## src/rtl/muldiv_seq.sv

```systemverilog
// muldiv_seq: multi-cycle MULT/MULTU/DIV/DIVU unit producing HI/LO.
// A single Add32 instance is time-shared across the operand abs passes,
// 32 shift-add / restoring-divide steps and the two sign-fix passes.
// Fixed latency: done pulses 37 cycles after the start is accepted.
// Optional feature: define MULDIV_ABORT_EN to add the abort input and
// the shadow HI/LO pair that is restored when an op is abandoned.

module Add32 (
  input  logic [31:0] a,
  input  logic [31:0] b,
  input  logic        cin,
  output logic [31:0] sum,
  output logic        cout
);

  // 32-bit add with carry in and carry out
  always_comb begin
    {cout, sum} = {1'b0, a} + {1'b0, b} + {32'd0, cin};
  end

endmodule

module muldiv_seq #(
  parameter logic [31:0] HILO_RST = 32'h0
) (
  input  logic        clk,
  input  logic        reset,
  input  logic        start,
`ifdef MULDIV_ABORT_EN
  input  logic        abort,
`endif
  input  logic [1:0]  op,
  input  logic [31:0] a,
  input  logic [31:0] b,
  output logic        busy,
  output logic        done,
  output logic [31:0] hi,
  output logic [31:0] lo,
  output logic        div_by_zero
);

  typedef enum logic [2:0] {
    IDLE,
    ABS_A,
    ABS_B,
    RUN,
    FIX_LO,
    FIX_HI,
    DONE
  } state_t;

  state_t      state;
  state_t      next_state;

  logic [1:0]  op_q;
  logic [31:0] a_q;
  logic [31:0] b_q;
  logic [31:0] abs_a;
  logic [31:0] abs_b;
  logic        neg_a;
  logic        sign_diff;
  logic        carry_q;
  logic        dz_q;
  logic [4:0]  cnt;
  logic [31:0] hi_q;
  logic [31:0] lo_q;

  logic [31:0] add_a;
  logic [31:0] add_b;
  logic        add_cin;
  logic [31:0] add_sum;
  logic        add_cout;

  logic        is_div;
  logic        is_signed;
  logic        div_zero;
  logic        accept;

`ifdef MULDIV_ABORT_EN
  logic [31:0] hi_sh;
  logic [31:0] lo_sh;
  logic        in_flight;
  logic        abort_hit;

  assign in_flight = (state != IDLE) && (state != DONE);
  assign abort_hit = abort && in_flight;
`endif

  assign is_div    = op_q[1];
  assign is_signed = op_q[0];
  assign div_zero  = is_div && (b_q == 32'd0);
  assign accept    = start && ((state == IDLE) || (state == DONE));

  assign hi          = hi_q;
  assign lo          = lo_q;
  assign div_by_zero = dz_q;

  Add32 u_add (
    .a    (add_a),
    .b    (add_b),
    .cin  (add_cin),
    .sum  (add_sum),
    .cout (add_cout)
  );

  // State register
  always_ff @(posedge clk) begin
    if (reset) state <= IDLE;
    else       state <= next_state;
  end

  // Next-state decode plus busy/done; abort overrides any transition
  always_comb begin
    next_state = state;
    busy       = 1'b0;
    done       = 1'b0;
    case (state)
      IDLE: begin
        if (start) next_state = ABS_A;
      end
      ABS_A: begin
        busy       = 1'b1;
        next_state = ABS_B;
      end
      ABS_B: begin
        busy       = 1'b1;
        next_state = RUN;
      end
      RUN: begin
        busy = 1'b1;
        if (cnt == 5'd31) next_state = FIX_LO;
      end
      FIX_LO: begin
        busy       = 1'b1;
        next_state = FIX_HI;
      end
      FIX_HI: begin
        busy       = 1'b1;
        next_state = DONE;
      end
      DONE: begin
        done       = 1'b1;
        next_state = start ? ABS_A : IDLE;
      end
      default: next_state = IDLE;
    endcase
`ifdef MULDIV_ABORT_EN
    if (abort_hit) next_state = IDLE;
`endif
  end

  // Adder operand steering: negation is ~x + 1, subtraction is A + ~B + 1
  always_comb begin
    add_a   = 32'd0;
    add_b   = 32'd0;
    add_cin = 1'b0;
    case (state)
      ABS_A: begin
        if (is_signed && a_q[31]) begin
          add_a   = ~a_q;
          add_cin = 1'b1;
        end else begin
          add_a = a_q;
        end
      end
      ABS_B: begin
        if (is_signed && b_q[31]) begin
          add_a   = ~b_q;
          add_cin = 1'b1;
        end else begin
          add_a = b_q;
        end
      end
      RUN: begin
        if (is_div) begin
          add_a   = {hi_q[30:0], lo_q[31]};
          add_b   = ~abs_b;
          add_cin = 1'b1;
        end else begin
          add_a = hi_q;
          add_b = lo_q[0] ? abs_a : 32'd0;
        end
      end
      FIX_LO: begin
        add_a   = ~lo_q;
        add_cin = 1'b1;
      end
      FIX_HI: begin
        add_a   = ~hi_q;
        add_cin = is_div ? 1'b1 : carry_q;
      end
      default: begin
        add_a   = 32'd0;
        add_b   = 32'd0;
        add_cin = 1'b0;
      end
    endcase
  end

  // Datapath: operand latch, abs passes, iteration steps and sign fixes
  always_ff @(posedge clk) begin
    if (reset) begin
      op_q      <= 2'd0;
      a_q       <= 32'd0;
      b_q       <= 32'd0;
      abs_a     <= 32'd0;
      abs_b     <= 32'd0;
      neg_a     <= 1'b0;
      sign_diff <= 1'b0;
      carry_q   <= 1'b0;
      dz_q      <= 1'b0;
      cnt       <= 5'd0;
      hi_q      <= HILO_RST;
      lo_q      <= HILO_RST;
`ifdef MULDIV_ABORT_EN
      hi_sh     <= HILO_RST;
      lo_sh     <= HILO_RST;
    end else if (abort_hit) begin
      hi_q <= hi_sh;
      lo_q <= lo_sh;
`endif
    end else begin
      case (state)
        IDLE, DONE: begin
          if (accept) begin
            op_q  <= op;
            a_q   <= a;
            b_q   <= b;
            dz_q  <= 1'b0;
`ifdef MULDIV_ABORT_EN
            hi_sh <= hi_q;
            lo_sh <= lo_q;
`endif
          end
        end
        ABS_A: begin
          abs_a     <= add_sum;
          neg_a     <= is_signed && a_q[31];
          sign_diff <= is_signed && (a_q[31] ^ b_q[31]);
          cnt       <= 5'd0;
        end
        ABS_B: begin
          abs_b <= add_sum;
          hi_q  <= 32'd0;
          lo_q  <= is_div ? abs_a : add_sum;
          cnt   <= 5'd0;
        end
        RUN: begin
          cnt <= cnt + 5'd1;
          if (is_div) begin
            if (hi_q[31] || add_cout) begin
              hi_q <= add_sum;
              lo_q <= {lo_q[30:0], 1'b1};
            end else begin
              hi_q <= {hi_q[30:0], lo_q[31]};
              lo_q <= {lo_q[30:0], 1'b0};
            end
          end else begin
            hi_q <= {add_cout, add_sum[31:1]};
            lo_q <= {add_sum[0], lo_q[31:1]};
          end
        end
        FIX_LO: begin
          carry_q <= add_cout;
          if (div_zero) begin
            lo_q <= 32'hFFFF_FFFF;
          end else if (sign_diff) begin
            lo_q <= add_sum;
          end
        end
        FIX_HI: begin
          if (div_zero) begin
            hi_q <= a_q;
            dz_q <= 1'b1;
          end else if ((!is_div && sign_diff) || (is_div && neg_a)) begin
            hi_q <= add_sum;
          end
        end
        default: begin
          cnt <= 5'd0;
        end
      endcase
    end
  end

endmodule

```

## config.mk

```make
export PLATFORM = sky130hd
export DESIGN_NAME = muldiv_seq
export DESIGN_NICKNAME = d
export VERILOG_FILES = /design/src/rtl/muldiv_seq.sv
export SDC_FILE = /design/constraint.sdc
export NUM_CORES = 1
export LEC_CHECK = 0
export CAP_MARGIN = 25
export CORE_ASPECT_RATIO = 2
export CORE_UTILIZATION = 55
export CTS_BUF_LIST = sky130_fd_sc_hd__clkbuf_16
export CTS_CLUSTER_SIZE = 20
export DETAILED_ROUTE_END_ITERATION = 10
export DONT_BUFFER_PORTS = 1
export PLACE_DENSITY_LB_ADDON = 0.15
export SLEW_MARGIN = 20
export SYNTH_ARGS = -nofsm -noshare
export SYNTH_HDL_FRONTEND = slang
export SYNTH_SLANG_ARGS = --single-unit
```

## constraint.sdc

```tcl
create_clock -name clk -period 7.15 [get_ports clk]
set_input_delay 1.0725 -clock clk [delete_from_list [all_inputs] [get_ports clk]]
set_output_delay 1.0725 -clock clk [all_outputs]
set_load 0.005 [all_outputs]
```

==> impl_metrics.py <==
metrics = {
    "layout": {
        "diodes": 0,
        "fillers": 2450,
        "layout.cells.non_filler": 2156,
        "drive_above_1_share_pct": 7.637,
        "syn_to_final_growth_pct": 5.169,
        "post-route-util_pct": 58.78,
        "nets": 1911,
    },
    "global_routing": {
        "antenna_found_initial": 0,
        "grt_overflow": 0,
        "grt_max_degree": 208,
        "grt_pass1_wl_um": 77850,
        "grt_usage_pct": 38.84,
        "grt_pass1_vias": 13420,
    },
    "sta": {
        "finalHoldViolations": 0,
        "timing.final.crit_share_pct": 81.14,
        "worstMarginPinSlew_ns": 1.005,
        "fin_setup_tns_ns": 0,
        "min_period_ns": 5.801,
        "drv_slew": 0,
        "fmax_mhz": 172.4,
        "finalClockSkew_ns": 0.01880,
        "relSlewSlack_pct": 32.95,
        "rsz0062_at_grt": "false",
        "holdWs_ns": 0.4550,
        "setup_violations": 0,
    },
    "floorplan": {
        "die_area_um2": 26120,
        "num_rows": 82,
        "placeableCoreArea_um2": 25030,
        "die_h_um": 227.6,
        "ios": 136,
        "initial_core_util_pct": 55.89,
        "fp.dieW_um": 114.8,
    },
    "run_status": {
        "status": "finished clean",
    },
    "yosys": {
        "synth_compound_area_share_pct": 27.33,
        "async_flop_share_pct": 0,
        "synth_mux_area_share_pct": 7.369,
        "synth_seq_cells": 206,
        "ys_types": 83,
        "synth_fa_ha_area_share_pct": 3.327,
        "synth_edf_count": 0,
        "synth_top_family_by_area": "compound AO/OA/AOI/OAI gates",
        "ys_seq_area_share_pct": 29.48,
        "synth-xor-area-share_pct": 5.688,
        "synth.top_cell.area_share_pct": 29.48,
        "syn_inst": 1913,
        "synth_nets": 2018,
        "syn_area_per_cell_um2": 7.314,
        "synth_common_cells": "nand2_1 (357), a21oi_1 (244), nor2_1 (225)",
        "synth-simple-area-share_pct": 21.35,
        "ys_top_cells_by_area": "dfxtp_1 (29%), nand2_1 (9.6%), a21oi_1 (8.7%)",
        "synth_top_cell_by_area": "dfxtp_1",
        "synth-main-ff-cell": "dfxtp_1",
        "syn_area_um2": 13990,
        "synth.most_common_cell": "nand2_1",
        "yosysWarnings": 0,
    },
    "clock_tree": {
        "postCtsSetupBuffers": 0,
        "hold_buffers": 0,
        "clock_latency_ns": 0.53,
        "cts_buffer_depth": 3,
        "h-tree-depth": 1,
        "clkTransAtPathRegs_ns": 0.07,
        "ctsResizeCount": 0,
        "cts_buffers": 20,
        "cts-root-buf": "clkbuf_16",
        "cts_tree": "built",
        "clock_sinks": 206,
    },
    "critical_path": {
        "crit_buf_inv": 3,
        "path_class": "flop to flop",
        "cp.arrival_ns": 6.23,
        "critPathRequiredTime_ns": 7.58,
        "crit_slowest_cell": "and2_2",
        "start_kind": "flop",
        "critPathTopFamily": "compound AO/OA/AOI/OAI gates",
        "path_common_cell": "a21oi_1",
        "crit_chain": "clkinv_1 > nor2_1 > and2_2 > buf_12 > nand2_1 > a21oi_1 > ha_1 > a21oi_1 > o21ai_1 > o21ai_0 > a21oi_4 > a211oi_4 > buf_4 > mux2i_1 > a211o_1 > a211oi_1",
        "crit_fanout": 34,
        "cp-end-kind": "flop",
        "slowest_delay_ns": 0.71,
    },
    "placed_design": {
        "port_buffers": 0,
        "placedCellCount": 2119,
        "dp.final_hpwl_um": 34950,
        "gp_congestion": 0.9780,
    },
    "worst_hold_path": {
        "hold_path_class": "flop to flop",
    },
    "run": {
        "maxCapViolations": 0,
    },
    "routing": {
        "viasPerCell": 6.689,
        "ant_nets": 0,
        "drtIter0Drc": 1838,
        "dr.pass1.iters": 6,
        "detail_route.drc_violations": 0,
        "vias": 14420,
        "drt-wirelength-per-cell_um": 23.74,
        "routed_wl_um": 51180,
    },
    "power_and_ir_drop": {
        "ir_drop_uv": 213.7,
        "p_leak_nw": 5.342,
        "pwr_density_cell_nw_per_um2": 202.0,
    },
}
## area by class of cell
cell class,instances,area [µm²],area share (%)
Multi-Input combinational cell,1540,9148,62.17
Inverter,6,22.52,0.1531
Clock buffer,22,550.5,3.741
Tap cell,336,420.4,2.857
Sequential cell,206,4128,28.05
Timing Repair Buffer,32,275.3,1.871
Clock inverter,14,170.2,1.156
## through the flow
stage               setup slack [ns]  power (mW)  area (µm²)
floorplan                      2.560       1.654       13990
global placement               1.596       1.783       13980
detailed placement             1.465       1.789       13980
CTS                            1.442       2.970       14710
global route                   1.054       3.067       14710
finish                         1.349       2.972       14710
## cell families (layout without fill, tap and decap cells)
group / after synthesis / count (layout)
xor+xnor: 90 / 90
mux: 98 / 98
flops: 206 / 206
fa+ha+maj: 36 / 36
simple gates: 714 / 714
compound gates: 602 / 602
buf+inv: 167 / 74
## report_power, final
part	switching (mW)	total, mW	internal (mW)
logic	0.295	0.457	0.162
registers	0.114	1.32	1.21
clock network	0.494	1.19	0.700
total	0.902	2.97	2.07
## worst paths after layout
path	start	endpoint	slack, ns	cells past startpoint
setup / recovery	state[1]	hi[23]	1.35	16
hold / removal	abs_b[12]	abs_b[12]	0.46	2
setup reg to reg	state[1]	hi[23]	1.35	16
hold reg to reg	abs_b[12]	abs_b[12]	0.46	2
## routing by layer
metal	GRT usage (%)	share of wire, %	up-vias
met1	47.09	37	6687
met5	0	0	-
met2	63.95	47	904
met4	22.08	6.0	0
li1	-	-	6627
met3	7.295	10	203
## layout by cell type, fill, tap and decap left out, drive strengths merged, types with 22 or more instances in the layout
master,netlist,routed
a211oi,33,33
a21oi,246,246
a221oi,46,46
a31oi,38,38
buf,41,32
clkbuf,119,22
dfxtp,206,206
ha,34,34
mux2,40,40
mux2i,58,58
nand2,357,357
nor2,225,225
nor3,51,51
o21ai,84,84
o22ai,46,46
xnor2,76,76
## flip-flops by register name, indices dropped and copies added (netlist names)
name	count
lo	32
sign_diff	1
state	3
op_q	2
cnt	5
abs_b	32
div_by_zero	1
carry_q	1
abs_a	32
a_q	32
b_q	32
neg_a	1
hi	32
## worst min-delay path, delay by kind of cell, from the launching register on
kind | cells | cell delay, ns
flops | 1 | 0.31
simple gates | 1 | 0.05
compound gates | 1 | 0.05
Note: power is estimated with default switching activity, not from simulation.
